### config.mk
export PLATFORM = sky130hd
export DESIGN_NAME = stump_mem_arbiter
export DESIGN_NICKNAME = d
export VERILOG_FILES = /design/src/rtl/stump_mem_arbiter_pkg.sv /design/src/rtl/stump_arb_counter.sv /design/src/rtl/stump_mem_arbiter.sv
export SDC_FILE = /design/constraint.sdc
export NUM_CORES = 1
export LEC_CHECK = 0
export BUFFER_PORTS_ARGS = -buffer_cell sky130_fd_sc_hd__buf_2
export CAP_MARGIN = 20
export CORE_MARGIN = 3
export CORE_UTILIZATION = 43
export CTS_CLUSTER_DIAMETER = 100
export DETAILED_ROUTE_END_ITERATION = 10
export PLACE_DENSITY = 0.81
export REMOVE_ABC_BUFFERS = 1
export SETUP_SLACK_MARGIN = 0.15
export SLEW_MARGIN = 25
export SYNTH_ARGS = -nofsm -noshare
export SYNTH_HDL_FRONTEND = slang
export SYNTH_SLANG_ARGS = --single-unit
### constraint.sdc
create_clock -name clk -period 2.1 [get_ports clk]
set_input_delay 0.42 -clock clk [delete_from_list [all_inputs] [get_ports clk]]
set_output_delay 0.42 -clock clk [all_outputs]
set_load 0.1 [all_outputs]
### src/rtl/stump_mem_arbiter_pkg.sv
// Shared types and helpers for the Stump memory-port arbiter.
`timescale 1ns/1ps
package stump_mem_arbiter_pkg;

    typedef enum logic {
        ST_IDLE   = 1'b0,
        ST_ACCESS = 1'b1
    } arb_state_e;

    typedef enum logic {
        OWN_CPU = 1'b0,
        OWN_DBG = 1'b1
    } arb_owner_e;

    localparam int CNT_W = 4;
    localparam logic [CNT_W-1:0] CNT_MAX = '1;

    // Saturating increment used by the starvation counter.
    function automatic logic [CNT_W-1:0] sat_inc(input logic [CNT_W-1:0] v);
        return (v == CNT_MAX) ? v : v + 1'b1;
    endfunction

endpackage

### src/rtl/stump_arb_counter.sv
// Loadable 4-bit down-counter with a zero flag; times each memory access.
`timescale 1ns/1ps
module stump_arb_counter
    import stump_mem_arbiter_pkg::*;
#(
    parameter int W = CNT_W
) (
    input  logic         clk,
    input  logic         rst,
    input  logic         load,
    input  logic [W-1:0] load_val,
    input  logic         dec,
    output logic         zero
);

    logic [W-1:0] count;

    // NOTE: state is updated with non-blocking assignments so every flop samples pre-edge values.
    always_ff @(posedge clk or negedge rst) begin
        if (!rst) begin
            count <= '0;
        end else if (load) begin
            count <= load_val;
        end else if (dec && (count != '0)) begin
            count <= count - 1'b1;
        end
    end

    assign zero = (count == '0);

endmodule

### src/rtl/stump_mem_arbiter.sv
// Shares the single Stump memory port between the CPU and a debug/DMA requester,
// sequencing each access over MEM_LAT cycles and stalling the CPU meanwhile.
`timescale 1ns/1ps
module stump_mem_arbiter
    import stump_mem_arbiter_pkg::*;
#(
    parameter int ADDR_W       = 16,
    parameter int DATA_W       = 16,
    parameter int MEM_LAT      = 1,
    parameter int STARVE_LIMIT = 4
) (
    input  logic              clk,
    input  logic              rst,
    input  logic              cpu_ren,
    input  logic              cpu_wen,
    input  logic [ADDR_W-1:0] cpu_addr,
    input  logic [DATA_W-1:0] cpu_wdata,
    output logic [DATA_W-1:0] cpu_rdata,
    output logic              cpu_stall,
    input  logic              dbg_req,
    input  logic              dbg_wen,
    input  logic [ADDR_W-1:0] dbg_addr,
    input  logic [DATA_W-1:0] dbg_wdata,
    output logic [DATA_W-1:0] dbg_rdata,
    output logic              dbg_ack,
    input  logic              dbg_halt,
    output logic              cpu_halted,
    output logic [ADDR_W-1:0] mem_addr,
    output logic [DATA_W-1:0] mem_wdata,
    output logic              mem_ren,
    output logic              mem_wen,
    input  logic [DATA_W-1:0] mem_rdata
);

    localparam logic [CNT_W-1:0] LAT_LOAD   = CNT_W'(MEM_LAT - 1);
    localparam logic [CNT_W-1:0] STARVE_THR = CNT_W'(STARVE_LIMIT);

    arb_state_e       state_q, state_d;
    arb_owner_e       owner_q;
    logic [CNT_W-1:0] starve_cnt;
    logic             cpu_req;
    logic             grant_cpu, grant_dbg;
    logic             lat_zero;
    logic             done;

    assign cpu_req = cpu_ren | cpu_wen;
    assign done    = (state_q == ST_ACCESS) & lat_zero;

    // NOTE: every signal written here gets a default first so no path leaves it unassigned (no latch).
    always_comb begin
        state_d   = state_q;
        grant_cpu = 1'b0;
        grant_dbg = 1'b0;
        case (state_q)
            ST_IDLE: begin
                if (dbg_halt) begin
                    grant_dbg = dbg_req;
                end else if (cpu_req && dbg_req) begin
                    if (starve_cnt >= STARVE_THR) grant_dbg = 1'b1;
                    else                          grant_cpu = 1'b1;
                end else begin
                    grant_dbg = dbg_req;
                    grant_cpu = cpu_req;
                end
                if (grant_cpu || grant_dbg) state_d = ST_ACCESS;
            end
            ST_ACCESS: begin
                if (lat_zero) state_d = ST_IDLE;
            end
            default: state_d = ST_IDLE;
        endcase
    end

    always_ff @(posedge clk or negedge rst) begin
        if (!rst) begin
            state_q <= ST_IDLE;
        end else begin
            state_q <= state_d;
        end
    end

    // Memory-side request is captured at grant and held for the whole access.
    always_ff @(posedge clk or negedge rst) begin
        if (!rst) begin
            owner_q   <= OWN_CPU;
            mem_addr  <= '0;
            mem_wdata <= '0;
            mem_ren   <= 1'b0;
            mem_wen   <= 1'b0;
        end else if (grant_cpu) begin
            owner_q   <= OWN_CPU;
            mem_addr  <= cpu_addr;
            mem_wdata <= cpu_wdata;
            mem_wen   <= cpu_wen;
            mem_ren   <= cpu_ren & ~cpu_wen;
        end else if (grant_dbg) begin
            owner_q   <= OWN_DBG;
            mem_addr  <= dbg_addr;
            mem_wdata <= dbg_wdata;
            mem_wen   <= dbg_wen;
            mem_ren   <= ~dbg_wen;
        end else if (done) begin
            mem_ren   <= 1'b0;
            mem_wen   <= 1'b0;
        end
    end

    always_ff @(posedge clk or negedge rst) begin
        if (!rst) begin
            starve_cnt <= '0;
        end else if (grant_dbg) begin
            starve_cnt <= '0;
        end else if (grant_cpu && dbg_req) begin
            starve_cnt <= sat_inc(starve_cnt);
        end
    end

    // Halt takes effect only at an access boundary: idle, or finishing a CPU access.
    always_ff @(posedge clk or negedge rst) begin
        if (!rst) begin
            cpu_halted <= 1'b0;
        end else if (!dbg_halt) begin
            cpu_halted <= 1'b0;
        end else if ((state_q == ST_IDLE) || (done && (owner_q == OWN_CPU))) begin
            cpu_halted <= 1'b1;
        end
    end

    stump_arb_counter #(
        .W (CNT_W)
    ) u_lat_cnt (
        .clk      (clk),
        .rst      (rst),
        .load     (grant_cpu | grant_dbg),
        .load_val (LAT_LOAD),
        .dec      (state_q == ST_ACCESS),
        .zero     (lat_zero)
    );

    assign cpu_stall = cpu_req & ~(done & (owner_q == OWN_CPU));
    assign dbg_ack   = done & (owner_q == OWN_DBG);
    assign cpu_rdata = mem_rdata;
    assign dbg_rdata = mem_rdata;

endmodule

; ---- Word level (Yosys, flattened, before mapping)
; Cells that the tools add are included.
[word_totals]
register_bits = 45
word_cells = 71
in_bits = 87
out_inout_bits = 69
[op_classes]
muxes = 31
order_cmp = 1
reduce_logical = 13
bitwise = 12
add_sub_neg = 2
n_eq_ne = 3
[ops]
columns = cell, n
row1 = 2-to-1 mux 16 bit, 4
row2 = 2-to-1 mux 1 bit, 21
row3 = 2-to-1 mux 4 bit, 5
row4 = nonzero test 2 bit, 3
row5 = bitwise AND 1 bit, 5
row6 = inverter 1 bit, 5
row7 = adder 4 x 1 -> 4 bit (second input constant), 1
row8 = == test 4 bit (second input constant), 1
row9 = greater-or-equal comparator 4 x 3 -> 1 bit (second input constant), 1
row10 = logical AND 1 bit, 4
row11 = zero test 4 bit, 1
row12 = nonzero test 4 bit, 1
row13 = subtractor 4 x 1 -> 4 bit (second input constant), 1
row14 = nonzero test 3 bit, 1
row15 = logical OR 1 bit, 2
row16 = inequality test 2 x 1 -> 1 bit (second input constant), 1
row17 = inequality test 2 bit (second input constant), 1
row18 = OR 1 bit, 2
row19 = case mux 1 bit (2 select lines), 1
row20 = AND reduction 2 bit, 1

; ---- Longest topological paths before layout
; Gate-level depths: netlist of the first run.
[logic_depth]
ltp_word = 9
ltp_mapped = 6
ltp_nobuf = 6

; ---- Modules after synthesis
; From an unflattened synthesis of the first run, not the netlist that was laid out.
[hier_totals]
cells_unflattened = 242
hier_area_um2 = 2463.6
[modules_own_cells]
columns = module, cells_per_inst, instances, seq_area_each_um2, area_each_um2
row1 = stump_mem_arbiter, 215, 1, 1026.0, 2193.4
row2 = stump_arb_counter, 27, 1, 100.1, 270.3

; ---- Worst setup path before layout of the first run
; No wires, ideal clock.
[synth_timing]
path_type = flip-flop to output port
from = register u_lat_cnt.count[0]
to = output port dbg_ack
required_ns = 1.680
t_arrival_ns = 2.506
stages_incl_launch_ff = 6
path_buffers = 0
path_slack_ns = -0.826
cell_sequence = dfrtp_1 > inv_1 > ha_1 > or3b_4 > or2_4 > nor2_1
[synth_between]
elab_chain_len = 3
[synth_rtl]
columns = item, line
row1 = from (decl), stump_arb_counter.sv:16  ; logic [W-1:0] count;
row2 = from (signal assigned), stump_arb_counter.sv:23  ; count <= load_val;
row3 = from (signal assigned), stump_arb_counter.sv:25  ; count <= count - 1'b1;
row4 = zero test 4 bit, stump_arb_counter.sv:29  ; assign zero = (count == '0);
row5 = bitwise AND 1 bit, stump_mem_arbiter.sv:47  ; assign done = (state_q == ST_ACCESS) & lat_zero;
row6 = bitwise AND 1 bit, stump_mem_arbiter.sv:141  ; assign dbg_ack = done & (owner_q == OWN_DBG);
row7 = to (decl), stump_mem_arbiter.sv:25  ; output logic dbg_ack,
; Every way passes these cells.

; ---- Worst setup path in the final report of the first run
[layout_timing]
from = register u_lat_cnt.count[1]
to = output port dbg_ack
; The elaborated chain is that of the path after synthesis.

==> reports/qor_table.md, run 1 <==
| Step | Metric | This run |
| --- | --- | --- |
| run status | Run status | finished, violations left |
| run status | Violations in the final reports | setup timing |
| min path | Path category of the worst min-delay check | input pin to async pin |
| critical path | Largest incremental delay on the critical path | 0.39 ns |
| final layout | Antenna Cells | 0 |
| synthesis | Dominant combinational cell family by area after synthesis | buffers and inverters |
| final layout | Filler cells | 483 |
| timing | Final Cycle Share | 1.09 |
| final layout | Final-stage net count | 409 |
| critical path | Worst R2R Start | u_lat_cnt.count[1] |
| timing | Min Tclk post-route | 2.30 ns |
| timing | Final worst-path setup slack | -0.195 ns |
| place | Worst slack at placement | -0.0357 ns |
| synthesis | Synthesized cell area | 2420 um^2 |
| synthesis | Cells taking the most area after synthesis | dfrtp_1 (46%), mux2i_1 (14%), buf_4 (11%) |
| grt | Total congestion overflow after global routing | 0 |
| detailed routing | Routed len/inst | 14.1 um |
| critical path | Worst Setup Start Kind | register |
| synthesis | Multiplexer area fraction after synthesis | 0.136 |
| clock tree | Post-CTS Hold Fix Bufs | 0 |
| critical path | CP Cell Sequence | inv_1 > ha_2 > or3b_4 > or2_4 > nor2_4 > buf_12 |
| synthesis | Fraction of synthesized cell area taken by the top area cell type | 0.465 |
| timing | Number of max-slew violations in the final report | 0 |
| synthesis | Count leader, synth | dfrtp_1 |
| clock tree | TritonCTS clock tree | yes |
| place | Placer congestion estimate | 0.718 |
| floorplanning | Std-Cell Core Area | 5270 um^2 |
| synthesis | Unique masters post-synth | 32 |
| floorplanning | Std-Cell Rows | 26 |
| detailed routing | Routed WL | 5.52 mm |
| timing | Fin. Hold Viols | 0 |
| synthesis | Ys flop type | dfrtp_1 |
| timing | Peak clock frequency supported by timing | 436 MHz |
| critical path | Max FO, Critical Path | 3 |
| critical path | Type of destination of the critical path | output pin |
| critical path | Count of cells along the worst register-to-register path | 7 |
| floorplanning | Die width | 81.1 um |
| critical path | Data required time of the worst path | 1.68 ns |
| synthesis | Yosys top cell by area | dfrtp_1 |
| floorplanning | Boundary Pins | 156 |
| clock tree | Worst-Skew Late Latency | 0.30 ns |
| clock tree | Register clock-pin slew on the reported worst setup and hold paths | 0.09 ns |
| detailed routing | Vias per cell | 4.88 |
| grt | Number of global-route vias before repair | 1821 |
| clock tree | Max Root-Sink Buffers | 2 |
| timing | Slew margin rel. | 0.611 |
| floorplanning | Initial cell density of the core | 0.460 |
| clock tree | Clock tree sinks | 45 |
| synthesis | Fraction of the mapped netlist area in simple logic gates | 0.107 |
| critical path | Family of cells with the greatest summed delay on the critical path | simple AND/OR/NAND/NOR gates |
| timing | # setup viols final | 2 |
| detailed routing | Vias after detailed routing | 1910 |
| critical path | Capture instance of the worst register-to-register path | mem_ren |
| detailed routing | Antenna Violating Nets Remaining | 0 |
| synthesis | XOR/XNOR share of the synthesized area | 0.00723 |
| synthesis | Portion of the post-synthesis area used by sequential elements | 0.465 |
| critical path | Origin of the worst setup path | u_lat_cnt.count[1] |
| synthesis | Fraction of the mapped netlist area in adder cells | 0.0103 |
| synthesis | Compound-Gate Fraction of Synth Area | 0.119 |
| clock tree | Number of H-tree branching levels | 2 |
| critical path | Arrival @ worst endpoint | 1.88 ns |
| run | Number of maximum-capacitance violations | 0 |
| synthesis | Fraction of registers with async set/reset | 1.00 |
| floorplanning | DIE AREA | 6570 um^2 |
| grt | Maximum number of pins on one net before global-route repair | 46 |
| place | Estimated wirelength of the detail-placed design | 4.25 mm |
| synthesis | Seq cells post-synth | 45 |
| grt | Gr usage total | 0.172 |
| critical path | Cell depth of the worst setup path | 6 |
| clock tree | Clock root buffer | clkbuf_8 |
| clock tree | Number of buffers inserted during clock tree synthesis | 5 |
| place | Number of input and output port buffers inserted | 107 |
| detailed routing | Number of iterations in the first detailed-routing pass | 4 |
| synthesis | Mean post-synth cell area | 10.1 um^2 |
| synthesis | Post-synth EDFFs | 0 |
| timing | RSZ-0062 raised after global routing | yes |
| final layout | Area growth syn-to-layout | 20.6% |
| critical path | Crit path capture | dbg_ack |
| critical path | Internal reg-to-reg setup slack | 0.34 ns |
| timing | Transition time of the tightest slew-check pin | 0.584 ns |
| final layout | Fraction of final layout cells sized beyond drive strength 1 | 0.449 |
| floorplanning | DIE HEIGHT | 81.1 um |
| grt | Number of antenna violations at the first check in global routing | 0 |
| synthesis | Cell count after synthesis | 239 |
| critical path | Combined buffer and inverter count along the critical path | 2 |
| grt | Wire length of the first global-routing pass | 8.58 mm |
| critical path | Cell type of the slowest stage on the worst timing path | dfrtp_1 |
| detailed routing | Iter 0 DRT Violations | 49 |
| detailed routing | Detailed-route DRC error count | 0 |
| synthesis | Number of warnings issued by yosys | 0 |
| critical path | WS Path Type | register to output pin |
| timing | Clk_skew | 0.00669 ns |
| synthesis | Most numerous cell types in the synthesized netlist | dfrtp_1 (45), nand2_1 (43), buf_4 (34) |
==> cell type report <==
class	instances	area, um^2	share of cell area
multi-input combinational	144	947	0.324
clock buffer	5	68.8	0.0235
tap	70	87.6	0.0300
inverter	6	22.5	0.00771
clock inverter	3	22.5	0.00771
timing repair buffer	118	648	0.222
sequential	45	1130	0.385
==> metal layers <==
layer | vias up | GRT usage | part of all wire
met2 | 105 | 0.261 | 0.46
met5 | - | 0.0500 | 0
met4 | 0 | 0.0507 | 0.0081
met1 | 865 | 0.206 | 0.41
met3 | 6 | 0.0920 | 0.13
li1 | 934 | - | -
==> worst min-delay path by stage <==
stage                             end  cells past startpoint
final                         mem_ren                      2
after global routing       cpu_halted                      2
after CTS                     mem_ren                      2
after detailed placement  mem_addr[7]                      2
after global placement    mem_addr[5]                      2
after floorplan            cpu_halted                      0
==> cells in the final DEF, fill, tap and decap left out, types with 3 or more instances in the layout <==
cell type  netlist  routed
dfrtp_1         45      45
nor2_1           7       4
o21ai_0          7       7
buf_2            4     105
clkbuf_8         0       5
o21ai_2          7       7
a21oi_1          3       3
inv_1            6       5
o21ai_1         23      23
nand2_1         43      43
mux2i_1         33      33
buf_4           34      11
==> stage by stage <==
step	std cells	TNS (ns)	hold slack (ns)	cell area [um^2]	utilization
after floorplan	195	-33.74	0.124	2070	-
after global placement	382	0	0.458	2790	0.529
after detailed placement	382	-0.0357	0.465	2790	0.529
after CTS	391	-0.399	0.210	2920	0.555
after global routing	391	-0.586	0.243	2920	0.555
final	391	-0.389	0.196	2920	0.555
==> state kept, by name (all words and copies together), names as in the netlist <==
| signal | flops |
|---|---|
| mem_addr | 16 |
| u_lat_cnt.count | 4 |
| mem_wen | 1 |
| mem_wdata | 16 |
| cpu_halted | 1 |
| starve_cnt | 4 |
| owner_q | 1 |
| state_q | 1 |
| mem_ren | 1 |
==> timing repair <==
action / in CTS / in global routing
setup endpoints to repair: 2 / 2
buffers inserted: 1 / 0
gates resized for setup: 11 / 0
pin swaps: 1 / 1
==> cell families (layout without fill, tap and decap cells) <==
logic type	after synthesis	in the layout
AO/OA/AOI/OAI	47	47
XOR/XNOR	2	2
adder cells (fa/ha/maj)	2	2
buffers and inverters	50	132
flip-flops	45	45
multiplexers	33	33
AND/OR/NAND/NOR	60	60
Power of run 1 is left out: the tool's default activity adds up to more than one toggle a clock period on the data nets, which glitch-free logic cannot reach.
==> run 2: changes to the inputs <==
CORE_MARGIN = 2   (was 3)
GPL_TIMING_DRIVEN = 1   (was unset)
==> run 2 against run 1 <==
Net effect:
- the run still ends with setup timing left
- maximum frequency rose by 0.63%
- final cell count rose by 1.8%
- utilization rose by 0.14 points
- clock skew barely moved
- sequential share of layout area fell by 1.5 points
- via count fell by 0.16%
- final area rose by 4.1%
- critical path depth rose by 1
- setup slack improved by 0.014 ns
- die area fell by 4.9%
- routed wire length rose by 1.8%
- global-route usage rose by 1.5 points
- critical path type unchanged
- largest cell class unchanged
==> reports/qor_table.md, run 2 (synthesis results as in run 1) <==
| Step | Metric | This run |
| --- | --- | --- |
| run status | Run status | finished, violations left |
| run status | Violations in the final reports | setup timing |
| final layout | Sequential cell area in the final layout | 1130 um^2 |
| clock tree | TritonCTS clock tree | yes |
| floorplanning | DIE AREA | 6250 um^2 |
| critical path | Largest incremental delay on the critical path | 0.40 ns |
| clock tree | Max Root-Sink Buffers | 2 |
| critical path | Type of destination of the critical path | output pin |
| detailed routing | Routed WL | 5.62 mm |
| place | Number of input and output port buffers inserted | 107 |
| final layout | Area taken by multi-input logic gates | 957 um^2 |
| clock tree | Number of buffers inserted during clock tree synthesis | 5 |
| critical path | Cell type of the slowest stage on the worst timing path | dfrtp_1 |
| clock tree | Post-CTS Hold Fix Bufs | 0 |
| critical path | Max FO, Critical Path | 3 |
| final layout | Final standard cell area without fillers | 3040 um^2 |
| run | Number of maximum-capacitance violations | 0 |
| floorplanning | Std-Cell Rows | 27 |
| critical path | Data required time of the worst path | 1.68 ns |
| timing | RSZ-0062 raised after global routing | yes |
| timing | Peak clock frequency supported by timing | 438 MHz |
| clock tree | Worst-Skew Late Latency | 0.29 ns |
| final layout | Largest regs | mem_addr x16, mem_wdata x16 |
| final layout | Final-stage net count | 414 |
| timing | Final worst-path setup slack | -0.181 ns |
| timing | Min Tclk post-route | 2.28 ns |
| timing | Fin. Hold Viols | 0 |
| clock tree | Number of H-tree branching levels | 2 |
| final layout | Area growth syn-to-layout | 25.6% |
| critical path | WS Path Type | register to output pin |
| grt | Gr usage total | 0.186 |
| detailed routing | Detailed-route DRC error count | 0 |
| final layout | Fraction of final layout cells sized beyond drive strength 1 | 0.457 |
| clock tree | Clock root buffer | clkbuf_8 |
| clock tree | Register clock-pin slew on the reported worst setup and hold paths | 0.08 ns |
| floorplanning | Boundary Pins | 156 |
| floorplanning | DIE HEIGHT | 79.1 um |
| timing | Slew margin rel. | 0.662 |
| detailed routing | Antenna Violating Nets Remaining | 0 |
| timing | # setup viols final | 2 |
| floorplanning | Std-Cell Core Area | 5470 um^2 |
| final layout | Filler cells | 521 |
| grt | Number of global-route vias before repair | 1810 |
| min path | Path category of the worst min-delay check | input pin to async pin |
| grt | Number of antenna violations at the first check in global routing | 0 |
| final layout | Antenna Cells | 0 |
| timing | Final Cycle Share | 1.09 |
| detailed routing | Routed len/inst | 14.1 um |
| timing | Clk_skew | 0.00699 ns |
| place | Total cell area at the placement stage | 2860 um^2 |
| place | Estimated wirelength of the detail-placed design | 4.31 mm |
| critical path | CP Cell Sequence | inv_2 > ha_4 > or3b_4 > or2_4 > nor2_4 > nor2_2 > buf_12 |
| place | Placer congestion estimate | 0.740 |
| place | Worst slack at placement | -0.0294 ns |
| critical path | Arrival @ worst endpoint | 1.86 ns |
| timing | Number of max-slew violations in the final report | 0 |
| grt | Total congestion overflow after global routing | 0 |
| critical path | Worst Setup Start Kind | register |
| grt | Maximum number of pins on one net before global-route repair | 26 |
| floorplanning | Die width | 79.1 um |
| detailed routing | Vias per cell | 4.79 |
| grt | Wire length of the first global-routing pass | 8.78 mm |
| detailed routing | Number of iterations in the first detailed-routing pass | 4 |
| timing | Transition time of the tightest slew-check pin | 0.506 ns |
| final layout | Commonest non-fill, non-tap cells in the layout | buf_2 (105), dfrtp_1 (45), nand2_1 (43) |
| final layout | Most frequent standard cell in the layout excluding fill and tap cells | buf_2 |
| detailed routing | Iter 0 DRT Violations | 43 |
| detailed routing | Vias after detailed routing | 1907 |
| clock tree | Clock tree sinks | 45 |
| floorplanning | Initial cell density of the core | 0.443 |
[run 2: final timing paths]
| path | from | end | slack, ns | cells past startpoint |
|---|---|---|---|---|
| setup reg to reg | u_lat_cnt.count[1] | mem_ren | 0.31 | 7 |
| max in group asynchronous | rst | mem_addr[11] | 1.51 | 2 |
| hold reg to reg | mem_wdata[3] | mem_wdata[3] | 0.48 | 2 |
| min in group clk | dbg_wen | mem_ren | 0.34 | 2 |
| hold / removal | rst | mem_addr[2] | 0.08 | 1 |
| setup / recovery | u_lat_cnt.count[1] | cpu_stall | -0.18 | 7 |
[run 2: layer usage]
metal | vias to the layer above | GRT usage | routed length, um
met4 | 0 | 0.0603 | 74
met1 | 855 | 0.227 | 2370
li1 | 944 | - | -
met2 | 99 | 0.283 | 2570
met3 | 9 | 0.0932 | 607
met5 | - | 0.0455 | 0
[run 2: metrics by stage]
step	hold slack [ns]	std cells	TNS [ns]	util
finish	0.0814	398	-0.358	0.556
global route	0.105	398	-0.508	0.556
CTS	0.0841	398	-0.409	0.556
detailed placement	0.417	386	-0.0294	0.522
global placement	0.408	386	0	0.522
floorplan	0.124	195	-33.74	-
[run 2: area by class of cell]
class / count / share of cell area
Sequential cell: 45 / 0.370
Clock inverter: 2 / 0.0127
Timing Repair Buffer: 123 / 0.242
Clock buffer: 6 / 0.0238
Multi-Input combinational cell: 144 / 0.315
Tap cell: 72 / 0.0296
Inverter: 6 / 0.00740
[run 2: critical path, delay by kind of cell (launching register included)]
family | cells | cell delay [ns]
buf+inv | 2 | 0.24
flops | 1 | 0.40
simple gates | 4 | 0.79
fa+ha+maj | 1 | 0.13
[run 2: what timing repair did]
| action | 4_1_cts | 5_1_grt |
|---|---|---|
| setup endpoints to repair | 2 | 2 |
| gates resized for setup | 13 | 0 |
| pin swaps | 4 | 2 |
| buffers inserted | 4 | 0 |
| endpoints found under the hold margin | 0 | 0 |
Power of run 2 is left out for the same reason.
